--- config.mk ---
export PLATFORM = sky130hd
export DESIGN_NAME = reg_commit_ctrl
export DESIGN_NICKNAME = d
export VERILOG_FILES = /design/src/rtl/reg_commit_ctrl_pkg.sv /design/src/rtl/reg_commit_ctrl_fifo.sv /design/src/rtl/reg_commit_ctrl.sv
export SDC_FILE = /design/constraint.sdc
export NUM_CORES = 1
export LEC_CHECK = 0
export CAP_MARGIN = 0
export CORE_ASPECT_RATIO = 1.25
export CORE_UTILIZATION = 45
export CTS_BUF_LIST = sky130_fd_sc_hd__clkbuf_4 sky130_fd_sc_hd__clkbuf_8 sky130_fd_sc_hd__clkbuf_16
export DETAILED_ROUTE_END_ITERATION = 8
export PLACE_DENSITY = 0.69
export SYNTH_ARGS = -nofsm -noshare
export SYNTH_HDL_FRONTEND = slang
export SYNTH_SLANG_ARGS = --single-unit
--- constraint.sdc ---
create_clock -name clk -period 3.3 [get_ports clk]
set_input_delay 0.66 -clock clk [delete_from_list [all_inputs] [get_ports clk]]
set_output_delay 0.66 -clock clk [all_outputs]
set_load 0.02 [all_outputs]
--- src/rtl/reg_commit_ctrl_pkg.sv ---
// reg_commit_ctrl_pkg: shared widths, constants and FSM encoding for the commit controller
package reg_commit_ctrl_pkg;
   localparam int REG_IDX_W = 5;
   localparam int ROB_TAG_W = 4;
   localparam logic [ROB_TAG_W-1:0] ROBNOTRENAME = '0;
   localparam logic TRUE  = 1'b1;
   localparam logic FALSE = 1'b0;
   typedef enum logic [1:0] {RUN = 2'd0, DRAIN = 2'd1, CLEAR = 2'd2} state_t;
endpackage

--- src/rtl/reg_commit_ctrl_fifo.sv ---
// commit_fifo: circular buffer of committed writes with push/pop/full/empty/count
module commit_fifo #(
   parameter int DEPTH = 4,
   parameter int W     = 8
) (
   input  logic                     clk,
   input  logic                     rst,
   input  logic                     push,
   input  logic                     pop,
   input  logic [W-1:0]             din,
   output logic [W-1:0]             dout,
   output logic                     full,
   output logic                     empty,
   output logic [$clog2(DEPTH):0]   count
);
   localparam int AW = $clog2(DEPTH);
   logic [W-1:0]  mem [DEPTH];
   logic [AW-1:0] wp, rp;
   // pointers wrap naturally at DEPTH since DEPTH is a power of two
   always_ff @(posedge clk) begin
      if (rst) begin
         wp    <= '0;
         rp    <= '0;
         count <= '0;
      end else begin
         if (push) wp <= wp + 1'b1;
         if (pop) rp <= rp + 1'b1;
         count <= count + (AW+1)'(push) - (AW+1)'(pop);
      end
   end
   // storage needs no reset; the count guards every read
   always_ff @(posedge clk) begin
      if (push) mem[wp] <= din;
   end
   assign dout  = mem[rp];
   assign full  = count == (AW+1)'(DEPTH);
   assign empty = count == '0;
endmodule

--- src/rtl/reg_commit_ctrl.sv ---
// reg_commit_ctrl: commit queue to register-file write port with rename-recovery sequencing
// Optional REG_COMMIT_BYPASS_EN: an accepted commit into an empty queue writes in the same cycle.
module reg_commit_ctrl
   import reg_commit_ctrl_pkg::*;
#(
   parameter int QDEPTH = 4,
   parameter int ROB_W  = ROB_TAG_W
) (
   input  logic                 clk,
   input  logic                 rst,
   input  logic                 rdy,
   input  logic                 cm_valid,
   output logic                 cm_ready,
   input  logic [REG_IDX_W-1:0] cm_index,
   input  logic [ROB_W-1:0]     cm_rename,
   input  logic [31:0]          cm_value,
   input  logic                 flush,
   input  logic                 dec_rd_valid,
   input  logic [REG_IDX_W-1:0] dec_rd_index,
   input  logic [ROB_W-1:0]     dec_rd_rename,
   output logic                 dec_stall,
   input  logic [ROB_W-1:0]     rf_cur_rename,
   input  logic                 rf_cur_renamed,
   output logic                 rf_we,
   output logic [REG_IDX_W-1:0] rf_waddr,
   output logic [31:0]          rf_wdata,
   output logic                 rf_clr_rename,
   output logic                 rf_set_valid,
   output logic [REG_IDX_W-1:0] rf_set_index,
   output logic [ROB_W-1:0]     rf_set_rename,
   output logic                 rf_clr_all
);
   localparam int QAW = $clog2(QDEPTH);
   localparam int EW  = REG_IDX_W + ROB_W + 32;
   state_t               state, state_nx;
   logic                 full, empty, popping, hs, byp, push, wr_act;
   logic [QAW:0]         count, cnt_nx;
   logic [EW-1:0]        head;
   logic [REG_IDX_W-1:0] w_idx;
   logic [ROB_W-1:0]     w_tag;
   logic [31:0]          w_val;

   commit_fifo #(.DEPTH(QDEPTH), .W(EW)) u_fifo (
      .clk   (clk),
      .rst   (rst),
      .push  (push),
      .pop   (popping),
      .din   ({cm_index, cm_rename, cm_value}),
      .dout  (head),
      .full  (full),
      .empty (empty),
      .count (count)
   );

   assign popping = rdy & !empty;
   assign hs      = cm_valid & cm_ready;
`ifdef REG_COMMIT_BYPASS_EN
   assign byp = (hs & empty) ? TRUE : FALSE;
`else
   assign byp = FALSE;
`endif
   assign push   = hs & !byp;
   assign wr_act = popping | byp;
   assign cnt_nx = count + (QAW+1)'(push) - (QAW+1)'(popping);
   assign {w_idx, w_tag, w_val} = popping ? head : {cm_index, cm_rename, cm_value};

   assign rf_we         = wr_act & (w_idx != '0);
   assign rf_waddr      = wr_act ? w_idx : '0;
   assign rf_wdata      = wr_act ? w_val : '0;
   assign rf_set_valid  = rdy & dec_rd_valid & !dec_stall & (dec_rd_index != '0);
   assign rf_set_index  = rf_set_valid ? dec_rd_index : '0;
   assign rf_set_rename = rf_set_valid ? dec_rd_rename : ROBNOTRENAME;
   assign rf_clr_rename = rf_we & rf_cur_renamed & (rf_cur_rename == w_tag)
                          & !(rf_set_valid & (dec_rd_index == w_idx));

   // state register; frozen while rdy is low
   always_ff @(posedge clk) begin
      if (rst) state <= RUN;
      else if (rdy) state <= state_nx;
   end

   // flush drains queued writes before the single-cycle clear
   always_comb begin
      state_nx = state;
      unique case (state)
         RUN:     if (flush) state_nx = (cnt_nx == '0) ? CLEAR : DRAIN;
         DRAIN:   if (cnt_nx == '0) state_nx = CLEAR;
         default: state_nx = RUN;
      endcase
   end

   // state-dependent handshake, stall and clear outputs
   always_comb begin
      cm_ready   = rdy & (state == RUN) & (!full | popping);
      dec_stall  = flush | (state != RUN);
      rf_clr_all = rdy & (state == CLEAR);
   end
endmodule

### Yosys cells after proc, flatten, opt, wreduce, memory -nomap -nowiden

Memory sizes are Yosys's and may differ from the RTL's. A register that Yosys moved wholly into a read port is not among the register bits.
Cells that the tools add are included.

* logic and storage cells: 55
* flip-flop bits (word level): 9
* memories: 1
* bits of input ports: 61
* memory bits (writable): 164

* reductions and logical operators: 11
* mux-type cells: 13
* add/subtract/negate cells: 4
* bitwise logic cells: 15
* equal/unequal tests: 7

Memories
* u_fifo.mem: depth 4, width 41, rd ports 1, clocked after memory_dff 1, write ports 1, line reg_commit_ctrl_fifo.sv:17 `logic [W-1:0] mem [DEPTH];`

Operators by type and width (number)
* $mux W41: 1
* $mux W32: 1
* $and A1 B1 Y1: 13
* $mux W2: 5
* $mux W5: 2
* $reduce_bool A5 Y1: 2
* $logic_not A3 Y1: 2
* $eq A5 B5 Y1: 1
* $add A2 B1 Y2 const B: 2
* $eq A4 B4 Y1: 1
* $logic_not A1 Y1: 4
* $mux W4: 1
* $ne A2 B2 Y1 const B: 2
* $pmux W2 S2: 1
* $add A3 B1 Y3: 1
* $eq A3 B3 Y1 const B: 1
* $reduce_and A3 Y1: 1
* $sub A3 B1 Y3: 1
* $eq A2 B1 Y1 const B: 1
* $eq A2 B2 Y1 const B: 1
* $logic_not A2 Y1: 1
* $mux W1: 2
* $or A1 B1 Y1: 2
* $reduce_bool A2 Y1: 1

### Depth between registers and ports, before layout

* depth in word-level cells: 12
* gate-level depth with buffers: 12
* depth with buffers taken out: 11

### Hierarchy

From an unflattened synthesis, not the netlist that was laid out.

* cells, all modules: 372
* area, all modules: 7214.4 µm²

By module, submodules not included
* commit_fifo: seq. area each 5104.9 µm², area each 6407.4 µm², cells an instance 257, times used 1
* reg_commit_ctrl: seq. area each 40.0 µm², area each 807.0 µm², cells an instance 115, times used 1

### Worst setup path before layout

OpenSTA, ideal clock, no wires.

* path type: in2out
* start point: input port rdy
* end point: output port rf_clr_rename
* buffers on the path: 0
* required time: 2.640 ns
* stages on the path: 5
* slack: 0.505 ns
* arrival time: 2.135 ns
* cells stage by stage: nor3b_4 -> nand3b_2 -> a21oi_1 -> nand4_1 -> o21a_1

* elaborated cells on any way between the ends: 14
* those cells by class: eq/ne (2); mux (1); bitwise (9); reduce/logical (2)

RTL lines
* start, declared: line reg_commit_ctrl.sv:11 `input logic rdy,`
* $and A1 B1 Y1 (3 in series): line reg_commit_ctrl.sv:70 `assign rf_set_valid = rdy & dec_rd_valid & !dec_stall & (dec_rd_index != '0);`
* named net rf_set_valid: line reg_commit_ctrl.sv:28 `output logic rf_set_valid,`
* $and A1 B1 Y1: line reg_commit_ctrl.sv:74 `& !(rf_set_valid & (dec_rd_index == w_idx));`
* $logic_not A1 Y1: line reg_commit_ctrl.sv:74
* $and A1 B1 Y1: line reg_commit_ctrl.sv:74
* end, declared: line reg_commit_ctrl.sv:27 `output logic rf_clr_rename,`

The timed path passes the listed nets, and every way through them passes these cells.

### Worst setup path after layout

* start point: input port rdy
* end point: output port rf_wdata[8]

* word-level cells in the longest chain between the ends: 3

RTL lines
* $and A1 B1 Y1 (*): line reg_commit_ctrl.sv:55 `assign popping = rdy & !empty;`
* $mux W41: line reg_commit_ctrl.sv:65 `assign {w_idx, w_tag, w_val} = popping ? head : {cm_index, cm_rename, cm_value};`
* $mux W32 (*): line reg_commit_ctrl.sv:69 `assign rf_wdata = wr_act ? w_val : '0;`
* end, declared: line reg_commit_ctrl.sv:26 `output logic [31:0] rf_wdata,`

Every way passes the cells marked *; elsewhere a longest branch is shown, timed or not.

==> flow_results.org <==
** Clocking
- For this design, the CTS-stage hold fixing added 0 buffers.
- TritonCTS built the clock tree.
- After clock tree synthesis, the clock-pin slew on the worst setup and hold paths is 0.06 ns.
- The clock net in this run drives a total of about 180 sinks.
- In this run the number of H-tree levels came out at 4.
- CTS Root Cell :: sky130_fd_sc_hd__clkbuf_16
- Clock latency on the worst-skew pair :: between 0.4 and 0.5 ns
- Num CTS Buffers :: 17
- Max Root-Sink Buffers :: 2

** Flow run
- Number of maximum-capacitance violations :: 0

** Yosys
- Yosys mapped a number of flops with a built-in enable equal to between 150 and 200.
- Counting every net in the synthesized netlist gives approximately 440.
- Top post-synthesis cells by count :: sky130_fd_sc_hd__edfxtp_1 (164), sky130_fd_sc_hd__mux4_2 (41), sky130_fd_sc_hd__and2_1 (38), sky130_fd_sc_hd__inv_1 (15), sky130_fd_sc_hd__nor2_1 (13)
- Synth top area share :: 0.698
- Cell count after synthesis :: around 370
- A synthesized cell averages 19.2 µm².
- Flip-flop cell with the highest count after synthesis :: sky130_fd_sc_hd__edfxtp_1
- Largest area contributor in the netlist :: sky130_fd_sc_hd__edfxtp_1
- Unique cell type count in the Yosys netlist :: 43
- Synthesis warning total :: 0
- Library cell with the highest instance count after synthesis :: sky130_fd_sc_hd__edfxtp_1
- After synthesis the cells add up to 7050 µm².
- In the synthesized netlist the async set-or-reset flop fraction comes to 0.
- The synthesized design contains 175 register bits.
- Sequential share of the synthesized area :: 0.729
- Ranking of synthesized cells by area :: sky130_fd_sc_hd__edfxtp_1 (70%), sky130_fd_sc_hd__mux4_2 (13%), sky130_fd_sc_hd__and2_1 (3.4%)

** GRT
- The number of antenna violations at the first check in global routing came to 0.
- The via count of the first global-routing pass was 4065.
- Global routing finished with a remaining overflow of 0.
- Pin count of the biggest net entering global routing :: 42
- Gr usage total :: 0.178
- The first global-routing pass estimated ~21000 µm of wire.

** Critical path
- CP delay by family, top :: buffers and inverters
- The worst register-to-register path begins at u_fifo.count[2].
- Cell-by-cell listing of the critical path :: clkdlybuf4s50_1 -> o31ai_4 -> inv_2 -> buf_4 -> buf_12 -> and2_1 -> clkdlybuf4s50_1
- The number of buffers and inverters on the critical path is 5.
- The slowest stage of the critical path is the sky130_fd_sc_hd__clkdlybuf4s50_1 cell.
- By startpoint and endpoint, the worst setup path is classified as primary input to output pin.
- In this run the worst path has a maximum fanout of 26.
- Data arrives at the worst endpoint at 2.56 ns.
- The most numerous cell type found on the critical path is sky130_fd_sc_hd__clkdlybuf4s50_1.
- On the worst path, the slowest cell contributes a delay of slightly above 0.6 ns.
- Worst Path Required :: between 2 and 3 ns
- STA classifies the critical path startpoint as a primary input.
- Crit. Startpoint :: rdy
- STA classifies the critical path endpoint as an output pin.

** Placed design
- At the end of routability-driven placement, the weighted congestion stood at around 0.82.
- Cell total after placement :: approximately 700
- Summing all placed instances gives a cell area of 8640 µm².
- After legalization and detailed placement, the total HPWL measured 8470 µm.
- In this run the tool buffered the top-level ports with around 110 buffer cells.

** Route
- DRT antenna net count :: 0
- Starting DRT DRC Count :: between 150 and 200
- Post-DR wirelength/cell :: 18.3 µm
- Final Routed Wirelength :: roughly 13000 µm
- Drt drc :: 0
- The first detailed-routing pass took 4 iterations.
- Detailed-route vias per instance :: a little over 5
- Vias post-DR :: 3729

** Pwr
- The design draws roughly 6.2 mW.
- Largest voltage drop on the vdd net :: approximately 0.34 mV
- Total leakage power :: around 3.4 nW
- Power density normalized to cell area :: around 670 nW/µm²

** Floorplanning
- During I/O placement, the number of pins put on the boundary was 113.
- In this run the vertical extent of the chip is between 100 and 150 µm.
- The core region is 15100 µm².
- In this run the horizontal extent of the chip is between 100 and 150 µm.
- The die covers roughly 16000 µm².
- Effective utilization at floorplan :: 0.466
- The initialized floorplan defines 50 standard-cell rows.

** Hold path
- The path class of the tightest hold or removal check is flop to flop.
- Hold Path Origin :: u_fifo.rp[1]

** STA
- For this run, the top clock speed supported by timing is between 0.3 and 0.4 GHz.
- Time the worst path needs with I/O delays and setup :: 3.22 ns
- Final setup vio count :: 0
- Worst-margin pin slew :: 0.376 ns
- Between clock sinks in the finished design, the worst skew comes to approximately 0.0084 ns.
- Setup repair after global routing left no endpoint under its margin.
- Hold is met by 0.538 ns.
- The worst pin sits at a relative slew slack of 0.749.
- Final hold violation count :: 0
- The max-slew violation count was 0.
- Of the available clock period, the critical path in the final layout requires 0.976.

** Finish
- With fillers left out, the area of the finished cells amounts to slightly above 9000 µm².
- The count of cells in the finished layout, fillers not included, comes to approximately 740.
- Number of antenna cells inserted :: 0
- Signed area change from the synthesized netlist to the final layout :: 31.2%
- The net count of the finished layout is 583.
- In the final layout, the share of cells above drive strength 1 is 0.218.

** Run status
- Run status :: completed
==> per-layer routing <==
metal  part of all wire  track usage  routed length (µm)
met1               0.40        0.201                5380
met2               0.55        0.328                7450
met3              0.032       0.0379                 434
met4              0.013       0.0677                 180
met5                  0            0                   0
==> sequential cells by signal, indices dropped and copies added (netlist names), named ones only <==
register      cells
u_fifo.count      3
u_fifo.mem      164
u_fifo.wp         2
u_fifo.rp         2
state             2
==> cells by family (layout without fill, tap and decap cells) <==
| group | Yosys count | after routing | synth area share |
|---|---|---|---|
| buf+inv | 31 | 190 | 0.0200 |
| fa+ha+maj | 7 | 7 | 0.0135 |
| simple gates | 86 | 86 | 0.0745 |
| mux | 43 | 43 | 0.134 |
| flops | 175 | 175 | 0.729 |
| compound gates | 18 | 18 | 0.0190 |
| xor+xnor | 8 | 8 | 0.00993 |
==> path summary, 6_finish.rpt <==
check                      end  slack (ns)  depth (start not counted)
setup / recovery   rf_wdata[8]        0.08                          7
hold reg to reg   u_fifo.rp[1]        0.54                          2
setup reg to reg      state[1]        0.56                         12
hold / removal    u_fifo.rp[1]        0.54                          2
==> cells in the final DEF (no fill, tap or decap), drive strengths merged, types with 4 or more instances in the layout <==
cell	instances
dlymetal6s2s	17
nor2	13
mux4	41
inv	20
nand2	5
dlygate4sd2	5
buf	31
clkdlybuf4s50	90
nor2b	6
clkinv	4
nor3	6
and2	39
edfxtp	164
xnor2	6
a21oi	9
ha	6
clkinvlp	4
dfxtp	11
clkbuf	19
and3	5
==> power by group <==
part,internal [mW],switching (mW),leakage (nW)
Clock,0.981,0.797,0.250
Combinational,0.951,0.825,1.54
Sequential,2.57,0.0782,1.58
==> repair_timing <==
item	4_1_cts	5_1_grt
buffers inserted	3	0
setup endpoints to repair	23	21
resized for setup	6	18
endpoints found under the hold margin	0	0
==> final cells by class <==
class | instances | area (µm²)
clock buffers | 19 | 440
clock inverters | 12 | 88.8
fillers | 1158 | 5880
inverters | 16 | 60.1
multi-input cells | 162 | 1770
flip-flops and latches | 175 | 5150
well taps | 208 | 260
repair buffers | 143 | 1480
==> per-stage QoR <==
step | util | TNS, ns | setup WS (ns)
after floorplan | - | 0 | 0.505
after global placement | 0.570 | -0.264 | -0.0486
after detailed placement | 0.570 | -0.482 | -0.108
after CTS | 0.608 | 0 | 0.00817
after global routing | 0.611 | 0 | 0.00597
final | 0.611 | 0 | 0.0795
==> tightest hold or removal path, cell delays in order, from the launching register on <==
cell                      delay (ns)
sky130_fd_sc_hd__dfxtp_1        0.32
sky130_fd_sc_hd__xor2_1         0.07
sky130_fd_sc_hd__nor2_1         0.10
Power figures use the tool's default switching activity.
